==> src/rtl/iq_phase_rotator.sv <==
// Three-stage complex phase rotator: register, multiply, sum/rescale/saturate.
// Define ROT_ROUND_EN for round-half-up on the dropped LSBs; otherwise truncate (floor).
module iq_phase_rotator #(
    parameter int NB_DATA   = 8,
    parameter int NBF_DATA  = 6,
    parameter int NB_COEFF  = 8,
    parameter int NBF_COEFF = 6,
    parameter int NB_OUT    = 8,
    parameter int NBF_OUT   = 6,
    parameter int NB_CNT    = 16
) (
    input  logic                       clock,
    input  logic                       i_reset,
    input  logic                       i_enable,
    input  logic                       i_valid,
    input  logic                       i_conj,
    input  logic signed [NB_DATA-1:0]  i_dataI,
    input  logic signed [NB_DATA-1:0]  i_dataQ,
    input  logic signed [NB_COEFF-1:0] i_dataCos,
    input  logic signed [NB_COEFF-1:0] i_dataSin,
    input  logic                       i_clr_sat,
    output logic                       o_valid,
    output logic signed [NB_OUT-1:0]   o_dataRotatedI,
    output logic signed [NB_OUT-1:0]   o_dataRotatedQ,
    output logic                       o_sat,
    output logic                       o_sat_sticky,
    output logic [NB_CNT-1:0]          o_sat_cnt
);

    localparam int NP = NB_DATA + NB_COEFF;
    localparam int SW = NP + 1;
    localparam int RW = SW + 1;
    localparam int D  = NBF_DATA + NBF_COEFF - NBF_OUT;

    localparam logic signed [RW-1:0] SAT_MAX = RW'((64'sd1 <<< (NB_OUT - 1)) - 64'sd1);
    localparam logic signed [RW-1:0] SAT_MIN = ~SAT_MAX;
`ifdef ROT_ROUND_EN
    localparam logic signed [RW-1:0] RND = RW'((64'd1 << D) >> 1);
`endif

    logic signed [NB_DATA-1:0]  s1_i, s1_q;
    logic signed [NB_COEFF-1:0] s1_cos, s1_sin;
    logic                       s1_conj, s1_valid;

    logic signed [NP-1:0] s2_ic, s2_qs, s2_is, s2_qc;
    logic                 s2_conj, s2_valid;

    logic signed [SW-1:0]     sum_i, sum_q;
    logic signed [RW-1:0]     sh_i, sh_q;
    logic                     sat_i, sat_q, sat_evt;
    logic signed [NB_OUT-1:0] res_i, res_q;

    // Extra guard bit keeps the rounding add from wrapping before the shift.
    function automatic logic signed [RW-1:0] rescale(input logic signed [SW-1:0] s);
        logic signed [RW-1:0] ext;
        ext = RW'(s);
`ifdef ROT_ROUND_EN
        ext = ext + RND;
`endif
        return ext >>> D;
    endfunction

    always_comb begin
        sum_i = '0;
        sum_q = '0;
        if (s2_conj) begin
            sum_i = SW'(s2_ic) + SW'(s2_qs);
            sum_q = SW'(s2_qc) - SW'(s2_is);
        end else begin
            sum_i = SW'(s2_ic) - SW'(s2_qs);
            sum_q = SW'(s2_is) + SW'(s2_qc);
        end
        sh_i = rescale(sum_i);
        sh_q = rescale(sum_q);

        sat_i = (sh_i > SAT_MAX) || (sh_i < SAT_MIN);
        sat_q = (sh_q > SAT_MAX) || (sh_q < SAT_MIN);

        res_i = sh_i[NB_OUT-1:0];
        if (sh_i > SAT_MAX)      res_i = NB_OUT'(SAT_MAX);
        else if (sh_i < SAT_MIN) res_i = NB_OUT'(SAT_MIN);

        res_q = sh_q[NB_OUT-1:0];
        if (sh_q > SAT_MAX)      res_q = NB_OUT'(SAT_MAX);
        else if (sh_q < SAT_MIN) res_q = NB_OUT'(SAT_MIN);

        sat_evt = s2_valid && (sat_i || sat_q);
    end

    always_ff @(posedge clock) begin
        if (i_reset) begin
            s1_i           <= '0;
            s1_q           <= '0;
            s1_cos         <= '0;
            s1_sin         <= '0;
            s1_conj        <= 1'b0;
            s1_valid       <= 1'b0;
            s2_ic          <= '0;
            s2_qs          <= '0;
            s2_is          <= '0;
            s2_qc          <= '0;
            s2_conj        <= 1'b0;
            s2_valid       <= 1'b0;
            o_valid        <= 1'b0;
            o_dataRotatedI <= '0;
            o_dataRotatedQ <= '0;
            o_sat          <= 1'b0;
            o_sat_sticky   <= 1'b0;
            o_sat_cnt      <= '0;
        end else if (i_enable) begin
            s1_i     <= i_dataI;
            s1_q     <= i_dataQ;
            s1_cos   <= i_dataCos;
            s1_sin   <= i_dataSin;
            s1_conj  <= i_conj;
            s1_valid <= i_valid;

            s2_ic    <= NP'(s1_i) * NP'(s1_cos);
            s2_qs    <= NP'(s1_q) * NP'(s1_sin);
            s2_is    <= NP'(s1_i) * NP'(s1_sin);
            s2_qc    <= NP'(s1_q) * NP'(s1_cos);
            s2_conj  <= s1_conj;
            s2_valid <= s1_valid;

            o_valid        <= s2_valid;
            o_dataRotatedI <= res_i;
            o_dataRotatedQ <= res_q;
            o_sat          <= sat_evt;

            // Counter and sticky move together with the clipped sample reaching the output.
            if (i_clr_sat) begin
                o_sat_sticky <= 1'b0;
                o_sat_cnt    <= '0;
            end else if (sat_evt) begin
                o_sat_sticky <= 1'b1;
                if (o_sat_cnt != '1) o_sat_cnt <= o_sat_cnt + 1'b1;
            end
        end
    end

endmodule

==> config.mk <==
export PLATFORM = sky130hd
export DESIGN_NAME = iq_phase_rotator
export DESIGN_NICKNAME = d
export VERILOG_FILES = /design/src/rtl/iq_phase_rotator.sv
export SDC_FILE = /design/constraint.sdc
export NUM_CORES = 1
export LEC_CHECK = 0
export BUFFER_PORTS_ARGS = -buffer_cell sky130_fd_sc_hd__buf_2
export CAP_MARGIN = 20
export CELL_PAD_IN_SITES_DETAIL_PLACEMENT = 1
export CELL_PAD_IN_SITES_GLOBAL_PLACEMENT = 1
export CORE_ASPECT_RATIO = 1.75
export CORE_MARGIN = 8
export CORE_UTILIZATION = 36
export CTS_CLUSTER_DIAMETER = 150
export DETAILED_ROUTE_END_ITERATION = 10
export GPL_TIMING_DRIVEN = 0
export PLACE_DENSITY_LB_ADDON = 0.1
export SLEW_MARGIN = 20
export SYNTH_ARGS = -nofsm -noshare
export SYNTH_HDL_FRONTEND = slang
export SYNTH_SLANG_ARGS = --single-unit
==> constraint.sdc <==
create_clock -name clock -period 4.8 [get_ports clock]
set_input_delay 0.48 -clock clock [delete_from_list [all_inputs] [get_ports clock]]
set_output_delay 0.48 -clock clock [all_outputs]
set_load 0.02 [all_outputs]
==> reports/results.txt, run 1 <==
Share of cells above drive strength 1: 0.1956
Part of the power in registers: 0.258
Synthesized cell area: 16720 µm²
Power density over the cells: 255.1 nW/µm²
Final Slew Violations: 0
Final setup violating endpoints: 3
Failing checks: setup timing
Num ports: 73
Gr usage total: 0.2409
First-pass GRT wire length: 95650 µm
Setup_tns: -0.05707 ns
DRC errors left: 0
Routed vias/inst: 5.213
Final Hold Vio Count: 0
Sequential cell area fraction in the yosys report: 0.1616
Worst-Margin Slew: 1.158 ns
# Max-Cap Violations: 0
Clock-pin slew on the worst setup and hold paths: 0.07 ns
Leading post-synthesis cells by cell area: fa_1 (26%), dfxtp_1 (16%), ha_1 (11%), inv_1 (6.5%), and2_1 (5.8%)
Clock power share: 0.268
Fin Clk Skew: 0.01497 ns
Peak VDD IR: 0.1909 mV
Synth cell types: 73
Crit path launch type: flop
Number of enable flip-flop cells after synthesis: 0
Yosys reg bits: 135
Reg2Reg Setup Slack: -0.04 ns
Setup CP Type: reg2reg
Vias: 14040
Worst hold path class: in2reg
Sink Count: 135
RD Place Congestion: 0.8660
Fmax: 0.2066 GHz
Antenna Diode Count: 0
Status: finished, violations left
Area of the multi-input gates: 13270 µm²
Filler instances: 5369
Area delta synth->final: 22.27%
Leakage: 0.009355 µW
Comb power frac: 0.475
Final nets: 2506
1st-iter DRT viols: 522
Synth warn: 0
Gate Count Post-Synth: 1902
Vias in the first global route: 15940
Final period util: 1.008
Sequential Area: 2820 µm²
Root Buffer: clkbuf_16
Initial Util: 0.3641
CP endpoint kind: flop
Crit path time final: 4.840 ns
Post-route setup slack: -0.04049 ns
RSZ-0062 raised after global routing: true
Psw: 2208 µW
Share of flip-flops with an asynchronous set or reset: 0
Syn_area_per_cell: 8.793 µm²
CTS tree: built
Main flop type after synthesis: dfxtp_1
Int Pwr: 3007 µW
FP Rows: 104
Die area: 53880 µm²
Routed wire length: 63400 µm
Clk buf depth: 2
CP Max Fanout: 6
Grt ovf: 0
Leading area contributor after synthesis: fa_1
Post-synth top area share: 0.2634
Routed WL per cell: 23.53 µm
Largest net degree at the start of global routing: 17
Core ar.: 45930 µm²
Cts bufs inserted: 17
Die width: 178.9 µm
Switching Fraction: 0.4234
Pwr Total: 5216 µW
DRT antenna net count: 0
Number of H-tree levels: 4
Initial antenna violation count: 0
I/O Buffers: 71
Mapped Nets: 2310
Post-DP HPWL: 48580 µm
Die Height: 301.1 µm
Worst path required time: 5.15 ns
Worst EP arrival: 5.19 ns
Drt first pass iters: 5
Worst skew pair latency: 0.47 ns
Worst rel slew slack: 0.2282
==> power groups by stage <==
stage                     registers [µW]  logic (µW)  clock network [µW]
after global placement              1400        2130                   0
after floorplan                     1360        1520                   0
after CTS                           1340        2380                1440
after global routing                1350        2720                1470
after detailed placement            1400        2180                   0
final                               1340        2480                1400
==> sequential cells by signal (all words and copies together), names as in the netlist, 8 cells and up <==
name	count
o_sat_cnt	16
s2_ic	16
s2_is	16
s2_qc	16
s2_qs	16
o_dataRotatedI	8
o_dataRotatedQ	8
s1_cos	8
s1_i	8
s1_q	8
s1_sin	8
==> cell type report <==
class | count | share of cell area
well taps | 583 | 0.03567
flip-flops and latches | 135 | 0.1379
plain buffers | 71 | 0.03310
multi-input cells | 1403 | 0.6488
clock inverters | 14 | 0.007282
repair buffers | 178 | 0.06199
clock buffers | 18 | 0.02148
inverters | 292 | 0.05373
==> per-stage QoR <==
stage	std cells	hold slack, ns	worst slack (ns)	util	cell area, µm²
2_1_floorplan	1902	0.4414	0.01310	-	16720
3_3_place_gp	2556	0.4488	-1.506	0.3877	17810
3_5_place_dp	2556	0.4554	-1.552	0.3879	17820
4_1_cts	2657	0.2279	-0.09990	0.4308	19790
5_1_grt	2694	0.2650	-0.1759	0.4451	20450
6_report	2694	0.2528	-0.04049	0.4451	20450
==> metal layers <==
metal | GRT usage | vias to the layer above | routed length (µm) | part of all wire
li1 | - | 6512 | - | -
met1 | 0.2467 | 7162 | 22350 | 0.35
met2 | 0.4557 | 253 | 34940 | 0.55
met3 | 0.02918 | 116 | 2166 | 0.034
met4 | 0.1396 | 0 | 3952 | 0.062
met5 | 0 | - | 0 | 0
==> cells by family (layout without fill, tap and decap cells) <==
family	after synthesis	count (layout)	synth area share
compound gates	248	248	0.09614
xor+xnor	94	94	0.04923
fa+ha+maj	370	370	0.3756
buf+inv	364	573	0.08170
flops	135	135	0.1616
mux	82	82	0.04968
simple gates	609	609	0.1861
==> layout by cell type (no fill, tap or decap), types with 24 or more instances in the layout <==
master     synthesis  routed
buf_2              0      72
mux2i_1           77      77
clkbuf_1          62      27
and2_1           156     148
fa_1             220     212
nor3_1            28      28
nand2_1          129     126
clkbuf_16          0      25
inv_1            290     275
a21oi_1           80      64
ha_1             150     135
nor2_1           163     160
dfxtp_4            0      31
xnor2_1           69      66
buf_4              0      94
nand2b_1          35      33
xor2_1            25      24
o21ai_0           52      28
dfxtp_1          135     103
==> path summary, 6_finish.rpt <==
path / startpoint / endpoint / cells after the start
max reg2reg: s1_cos[3] / s2_ic[14] / 18
min: i_dataQ[5] / s1_q[5] / 3
max: s1_cos[3] / s2_ic[14] / 18
min reg2reg: o_sat_sticky / o_sat_sticky / 1
==> cell usage after synthesis, types with 7 or more instances <==
cell type,n
o21a_1,7
nor2_1,163
or3_1,7
xnor2_1,69
xor2_1,25
clkbuf_1,62
nor3b_1,11
nand2b_1,35
nand3_1,15
fa_1,220
inv_1,290
a21boi_0,9
a211oi_1,16
ha_1,150
nand4_1,11
dfxtp_1,135
a21oi_1,80
nor3_1,28
a21o_1,16
nand2_1,129
o21ai_0,52
and2_1,156
a31oi_1,8
mux2i_1,77
buf_1,10
nor2b_1,16
==> timing repair <==
item	CTS	global route
hold buffers	0	0
endpoints found under the setup margin	49	36
endpoints found under the hold margin	0	0
gates resized for setup	259	97
pin swaps	48	73
cloned	0	1
buffers inserted	70	37
==> worst max-delay path, stage by stage, from the launching register on <==
cell and delay, ns:
dfxtp_4 0.37, buf_12 0.15, buf_6 0.15, and2_1 0.16
fa_1 0.50, inv_1 0.05, fa_1 0.49, fa_1 0.50
inv_1 0.05, fa_1 0.44, ha_1 0.34, a21boi_2 0.19
o21ai_2 0.16, a21oi_2 0.09, o21ai_2 0.15, a21boi_2 0.09
o21ai_2 0.20, mux2_4 0.32, a311o_1 0.31
Power figures use the tool's default switching activity.
==> run 2, diff against run 1 <==
==> constraint.sdc (replaced) <==
create_clock -name clock -period 4.8 [get_ports clock]
set_input_delay 0 -clock clock [delete_from_list [all_inputs] [get_ports clock]]
set_output_delay 0 -clock clock [all_outputs]
set_load 0.02 [all_outputs]
==> run 2 against run 1 <==
  * The flow still finishes with violations (setup timing)
  * Fmax is essentially flat
  * Worst hold slack got worse by 0.14 ns
  * First-iteration DRC count is 9.0% lower
  * Global-route usage rose by 0.055 points
  * Core utilization up 0.42 points
  * Wire length fell by 0.77%
  * Clock power hardly changed
  * Combinational power is essentially flat
  * Critical path depth increased by 2
  * Register-to-register slack about the same
  * Critical endpoint is now s2_ic[15]
==> reports/results.txt, run 2 (same netlist as run 1, synthesis figures left out) <==
Worst EP arrival: 5.15 ns (was 5.19 ns)
Post-route setup slack: -0.03622 ns (was -0.04049 ns)
Psw: 2205 µW (was 2208 µW)
Leakage: 0.009431 µW (was 0.009355 µW)
1st-iter DRT viols: 475 (was 522)
# Max-Cap Violations: 0 (unchanged)
Final Hold Vio Count: 0 (unchanged)
Die Height: 301.1 µm (unchanged)
CP endpoint kind: flop (unchanged)
Clock-pin slew on the worst setup and hold paths: 0.07 ns (about the same)
Clk buf depth: 2 (unchanged)
Part of the power in registers: 0.258 (about the same)
I/O Buffers: 71 (unchanged)
Initial Util: 0.3641 (unchanged)
Worst skew pair latency: 0.47 ns (about the same)
Post-DP HPWL: 48580 µm (unchanged)
Int Pwr: 3010 µW (was 3007 µW)
Initial antenna violation count: 1 (was 0)
Final nets: 2529 (was 2506)
Drt first pass iters: 5 (unchanged)
Share of cells above drive strength 1: 0.1823 (was 0.1956)
Routed WL per cell: 23.15 µm (was 23.53 µm)
Vias in the first global route: 16100 (was 15940)
CP Max Fanout: 4 (was 6)
Failing checks: setup timing (unchanged)
Worst-Margin Slew: 1.159 ns (was 1.158 ns)
Setup CP Type: reg2reg (unchanged)
Fin Clk Skew: 0.01413 ns (was 0.01497 ns)
Number of H-tree levels: 4 (unchanged)
DRT antenna net count: 0 (unchanged)
Sink Count: 135 (unchanged)
Final period util: 1.008 (about the same)
Routed vias/inst: 5.212 (was 5.213)
Area delta synth->final: 23.42% (was 22.27%)
Vias: 14170 (was 14040)
Fin area: 20640 µm² (was 20450 µm²)
Worst path required time: 5.12 ns (was 5.15 ns)
Num ports: 73 (unchanged)
Routed wire length: 62920 µm (was 63400 µm)
Cts bufs inserted: 17 (unchanged)
Switching Fraction: 0.4228 (was 0.4234)
Core ar.: 45930 µm² (unchanged)
Root Buffer: clkbuf_16 (unchanged)
Commonest non-fill, non-tap cell in the layout: inv_1 (unchanged)
Placed Area: 17820 µm² (unchanged)
FP Rows: 104 (unchanged)
RD Place Congestion: 0.8660 (unchanged)
Largest net degree at the start of global routing: 17 (unchanged)
Fmax: 0.2068 GHz (was 0.2066 GHz)
Crit path launch type: flop (unchanged)
First-pass GRT wire length: 96060 µm (was 95650 µm)
Status: finished, violations left (unchanged)
Die width: 178.9 µm (unchanged)
RSZ-0062 raised after global routing: true (unchanged)
Setup_tns: -0.1134 ns (was -0.05707 ns)
Crit path time final: 4.836 ns (was 4.840 ns)
Worst slack, placed: -1.552 ns (unchanged)
CTS tree: built (unchanged)
Comb power frac: 0.475 (about the same)
Power density over the cells: 252.6 nW/µm² (was 255.1 nW/µm²)
Final Slew Violations: 0 (unchanged)
Worst hold path class: in2reg (unchanged)
Die area: 53880 µm² (unchanged)
Gr usage total: 0.2414 (was 0.2409)
Worst rel slew slack: 0.2275 (was 0.2282)
DRC errors left: 0 (unchanged)
Clock power share: 0.268 (about the same)
Final setup violating endpoints: 4 (was 3)
Peak VDD IR: 0.1924 mV (was 0.1909 mV)
Most frequent cells in the layout: inv_1 (280), fa_1 (213), nor2_1 (160) (was inv_1 (275), fa_1 (212), nor2_1 (160))
Grt ovf: 0 (unchanged)
## run 2: changes by cell type in the layout (fill, tap and decap cells not counted), moves of 2 or more
cell           previous run  this run
and2_1                  148       150
and2_4                    7         5
buf_12                    8         4
buf_4                    94        84
clkbuf_8                 15        17
dlygate4sd3_1             0        35
ha_4                     12        10
inv_1                   275       280
inv_2                    14         9
nand2_1                 126       128
nand2_2                   3         1
o21ai_1                  10        12
o21ai_2                  16        14
## run 2: what timing repair did
action                     4_1_cts  5_1_grt
hold endpoints to repair        36        0
hold buffers                    35        0
setup buffers                   70       25
pin swaps                       48       54
resized for setup              259       82
setup endpoints to repair       49       36
## run 2: layout make-up
type / count / area, µm²
Buffer: 71 / 664.4
Clock inverter: 14 / 148.9
Multi-Input combinational cell: 1403 / 13240
Fill cell: 5347 / 25290
Sequential cell: 135 / 2820
Timing Repair Buffer: 201 / 1503
Inverter: 292 / 1099
Tap cell: 583 / 729.5
Antenna cell: 1 / 2.502
Clock buffer: 18 / 439.2
## run 2: path summary, 6_finish.rpt
kind | from | endpoint | slack [ns] | depth (start not counted)
max | s1_i[6] | s2_ic[15] | -0.04 | 20
min | i_enable | o_sat_cnt[14] | 0.11 | 6
max reg2reg | s1_i[6] | s2_ic[15] | -0.04 | 20
min reg2reg | o_sat_sticky | o_sat_sticky | 0.47 | 1
## run 2: power groups by stage
stage / clock (µW) / sequential, µW / combinational (µW)
5_1_grt: 1470 / 1350 / 2720
4_1_cts: 1440 / 1340 / 2400
2_1_floorplan: 0 / 1360 / 1520
3_3_place_gp: 0 / 1400 / 2130
6_report: 1400 / 1340 / 2470
3_5_place_dp: 0 / 1400 / 2180
## run 2: metal layers
layer	global-route usage	wire, µm
met5	0	0
met4	0.1436	4214
met3	0.03018	1656
met2	0.4552	34210
met1	0.2466	22840
## run 2: metrics by stage
stage / instances / util / total power, µW / hold WS, ns
CTS: 2692 / 0.4384 / 5182 / 0.07340
global route: 2717 / 0.4493 / 5545 / 0.1511
detailed placement: 2556 / 0.3879 / 3580 / 0.2451
finish: 2718 / 0.4494 / 5215 / 0.1086
global placement: 2556 / 0.3877 / 3526 / 0.2337
floorplan: 1902 / - / 2880 / 0.1472
## run 2: worst max-delay path: stages, from the launching register on
cell,delay [ns]
dfxtp_4,0.40
clkbuf_16,0.17
and2_4,0.15
fa_1,0.50
inv_1,0.05
fa_1,0.51
inv_2,0.04
fa_1,0.54
inv_2,0.04
fa_1,0.48
inv_2,0.04
ha_4,0.23
inv_2,0.06
o21ai_2,0.07
a21oi_2,0.16
nand2b_4,0.15
a21oi_4,0.06
or3_4,0.35
a2111oi_4,0.34
or4b_4,0.23
o311ai_2,0.10
==> run 3, diff against run 2 <==
--- a/config.mk
+++ b/config.mk
@@ -11,7 +11,7 @@
 export CELL_PAD_IN_SITES_GLOBAL_PLACEMENT = 1
 export CORE_ASPECT_RATIO = 1.75
 export CORE_MARGIN = 8
-export CORE_UTILIZATION = 36
+export CORE_UTILIZATION = 45
 export CTS_CLUSTER_DIAMETER = 150
 export DETAILED_ROUTE_END_ITERATION = 10
 export GPL_TIMING_DRIVEN = 0
==> run 3 against run 2 <==
  * The run still ends with setup timing left
  * Die area down 19%
  * Register-to-register slack lost 0.10 ns
  * Cell count down 3.5%
  * Total power is 0.94% higher
  * Sequential share of layout area down 0.12 points
  * Sequential cell count unchanged
  * Core utilization rose by 12 points
  * Wire length is 3.2% higher
  * Clock-buffer cell count up 2
  * Highest routed layer unchanged
==> reports/results.txt, run 3 (same netlist as run 1, synthesis figures left out) <==
First-pass GRT wire length: 97190 µm (was 96060 µm)
CP cell instances: clkbuf_16, and2_4, fa_1, inv_2, fa_1, inv_1, fa_1, inv_1, fa_1, inv_2, ha_4, inv_4, o21ai_4, a21oi_4, nand2b_4, a21oi_2, or3_4, buf_6, a21oi_4, xor2_4, o22ai_1 (was clkbuf_16, and2_4, fa_1, inv_1, fa_1, inv_2, fa_1, inv_2, fa_1, inv_2, ha_4, inv_2, o21ai_2, a21oi_2, nand2b_4, a21oi_4, or3_4, a2111oi_4, or4b_4, o311ai_2)
I/O Buffers: 71 (unchanged)
Clock power share: 0.263 (was 0.268)
Pwr Total: 5264 µW (was 5215 µW)
# Max-Cap Violations: 0 (unchanged)
Final period util: 1.029 (was 1.008)
Peak VDD IR: 0.2549 mV (was 0.1924 mV)
Gr usage total: 0.2964 (was 0.2414)
DRC errors left: 0 (unchanged)
Largest net degree at the start of global routing: 17 (unchanged)
Number of H-tree levels: 4 (unchanged)
CTS tree: built (unchanged)
Worst slack, placed: -1.550 ns (was -1.552 ns)
Worst path required time: 5.11 ns (was 5.12 ns)
Vias: 14830 (was 14170)
Num ports: 73 (unchanged)
FP Rows: 93 (was 104)
Cts bufs inserted: 17 (unchanged)
Grt ovf: 0 (unchanged)
Fin area: 20840 µm² (was 20640 µm²)
DRT antenna net count: 0 (unchanged)
Psw: 2218 µW (was 2205 µW)
Crit path launch type: flop (unchanged)
Routed wire length: 64900 µm (was 62920 µm)
Status: finished, violations left (unchanged)
Commonest non-fill, non-tap cell in the layout: inv_1 (unchanged)
Routed WL per cell: 24.73 µm (was 23.15 µm)
Setup CP Type: reg2reg (unchanged)
Antenna Diode Count: 0 (was 1)
Core ar.: 36770 µm² (was 45930 µm²)
Initial Util: 0.4548 (was 0.3641)
Hold Path Stages: 6 (unchanged)
Post-route setup slack: -0.1401 ns (was -0.03622 ns)
Met3 Wirelength: 2789 µm (was 1656 µm)
Root Buffer: clkbuf_16 (unchanged)
Post-DP HPWL: 46080 µm (was 48580 µm)
Crit path top cell by count: fa_1
Worst reg2reg path depth: 21 (was 20)
Crit path time final: 4.940 ns (was 4.836 ns)
Comb power frac: 0.482 (was 0.475)
CP Max Fanout: 8 (was 4)
Final nets: 2545 (was 2529)
Share of cells above drive strength 1: 0.1992 (was 0.1823)
Routed vias/inst: 5.651 (was 5.212)
Final non-filler cell total: 2624 (was 2718)
CP endpoint kind: flop (unchanged)
Most frequent cells in the layout: inv_1 (270), fa_1 (212), nor2_1 (160) (was inv_1 (280), fa_1 (213), nor2_1 (160))
Fin Clk Skew: 0.01337 ns (was 0.01413 ns)
Fmax: 0.2024 GHz (was 0.2068 GHz)
Final setup violating endpoints: 6 (was 4)
CP max-delay cell: fa_1 (unchanged)
Final Hold Vio Count: 0 (unchanged)
1st-iter DRT viols: 553 (was 475)
Sink Count: 135 (unchanged)
Drt first pass iters: 4 (was 5)
Failing checks: setup timing (unchanged)
Power density over the cells: 252.6 nW/µm² (about the same)
Worst-Margin Slew: 1.150 ns (was 1.159 ns)
Die width: 161.7 µm (was 178.9 µm)
Area delta synth->final: 24.61% (was 23.42%)
Part of the power in registers: 0.255 (was 0.258)
Placed Area: 17670 µm² (was 17820 µm²)
Die area: 43830 µm² (was 53880 µm²)
Die Height: 271.0 µm (was 301.1 µm)
Initial antenna violation count: 2 (was 1)
RD Place Congestion: 0.8948 (was 0.8660)
Vias in the first global route: 16980 (was 16100)
Top layer in use: met4 (unchanged)
Clock-pin slew on the worst setup and hold paths: 0.07 ns (about the same)
Filler instances: 4229 (was 5347)
Max incr delay on CP: 0.51 ns (was 0.54 ns)
DR WL met2: 34420 µm (was 34210 µm)
Leakage: 0.009567 µW (was 0.009431 µW)
Worst skew pair latency: 0.47 ns (about the same)
Worst hold path class: in2reg (unchanged)
Worst rel slew slack: 0.2331 (was 0.2275)
Int Pwr: 3046 µW (was 3010 µW)
Clk buf depth: 2 (unchanged)
RSZ-0062 raised after global routing: true (unchanged)
Final Slew Violations: 0 (unchanged)
Switching Fraction: 0.4214 (was 0.4228)
WL met1: 22080 µm (was 22840 µm)
Worst EP arrival: 5.25 ns (was 5.15 ns)
Placed insts: 2448 (was 2556)
==> run 3: cell count changes in the layout (fill, tap and decap cells not counted), sizes merged <==
cell / before / now
clkinvlp: 4 / 3
clkinv: 7 / 8
inv: 293 / 290
diode: 1 / 0
buf: 183 / 196
clkbuf: 72 / 77
==> run 3: area by class of cell <==
cell class / instances / area (µm²) / area share
Buffer: 71 / 706.9 / 0.03392
Clock buffer: 20 / 456.7 / 0.02192
Clock inverter: 11 / 125.1 / 0.006004
Inverter: 292 / 1105 / 0.05302
Multi-Input combinational cell: 1403 / 13390 / 0.6424
Sequential cell: 135 / 2823 / 0.1355
Tap cell: 475 / 594.3 / 0.02852
Timing Repair Buffer: 217 / 1642 / 0.07878
==> run 3: what timing repair did <==
action	in CTS	in global routing
endpoints found under the setup margin	47	39
cloned	0	2
buffers inserted	86	29
hold buffers	35	0
resized for setup	284	95
pin swaps	67	65
endpoints found under the hold margin	36	0
==> run 3: metrics by stage <==
stage               hold WS (ns)  utilization   TNS, ns
finish                    0.1354       0.5667   -0.5741
global route              0.2005       0.5667    -1.437
CTS                       0.1315       0.5518  -0.04730
detailed placement        0.2443       0.4807    -26.24
global placement          0.2330       0.4807    -22.44
floorplan                 0.1472            -         0
==> run 3: power by group through the flow <==
stage	Sequential, µW	Combinational (µW)	Clock, µW
3_5_place_dp	1390	2160	0
2_1_floorplan	1360	1520	0
3_3_place_gp	1390	2100	0
4_1_cts	1340	2410	1400
6_report	1340	2540	1380
5_1_grt	1350	2770	1450
==> run 3: worst paths after layout <==
| kind | start | slack, ns | endpoint |
|---|---|---|---|
| setup reg to reg | s1_cos[1] | -0.14 | s2_ic[13] |
| setup / recovery | s1_cos[1] | -0.14 | s2_ic[13] |
| hold / removal | i_enable | 0.14 | o_sat_cnt[14] |
| hold reg to reg | o_sat_sticky | 0.47 | o_sat_sticky |
==> run 3: routing by layer <==
| layer | vias up | track usage |
|---|---|---|
| met3 | 242 | 0.04273 |
| li1 | 6595 | - |
| met4 | 0 | 0.2309 |
| met1 | 7540 | 0.2853 |
| met5 | - | 0 |
| met2 | 452 | 0.5523 |
==> run 3: critical path, delay by kind of cell, from the launching register on <==
kind | cells | cell delay (ns)
XOR/XNOR | 1 | 0.26
AND/OR/NAND/NOR | 3 | 0.71
buffers and inverters | 7 | 0.57
adder cells (fa/ha/maj) | 5 | 2.26
AO/OA/AOI/OAI | 5 | 0.58
flip-flops | 1 | 0.37
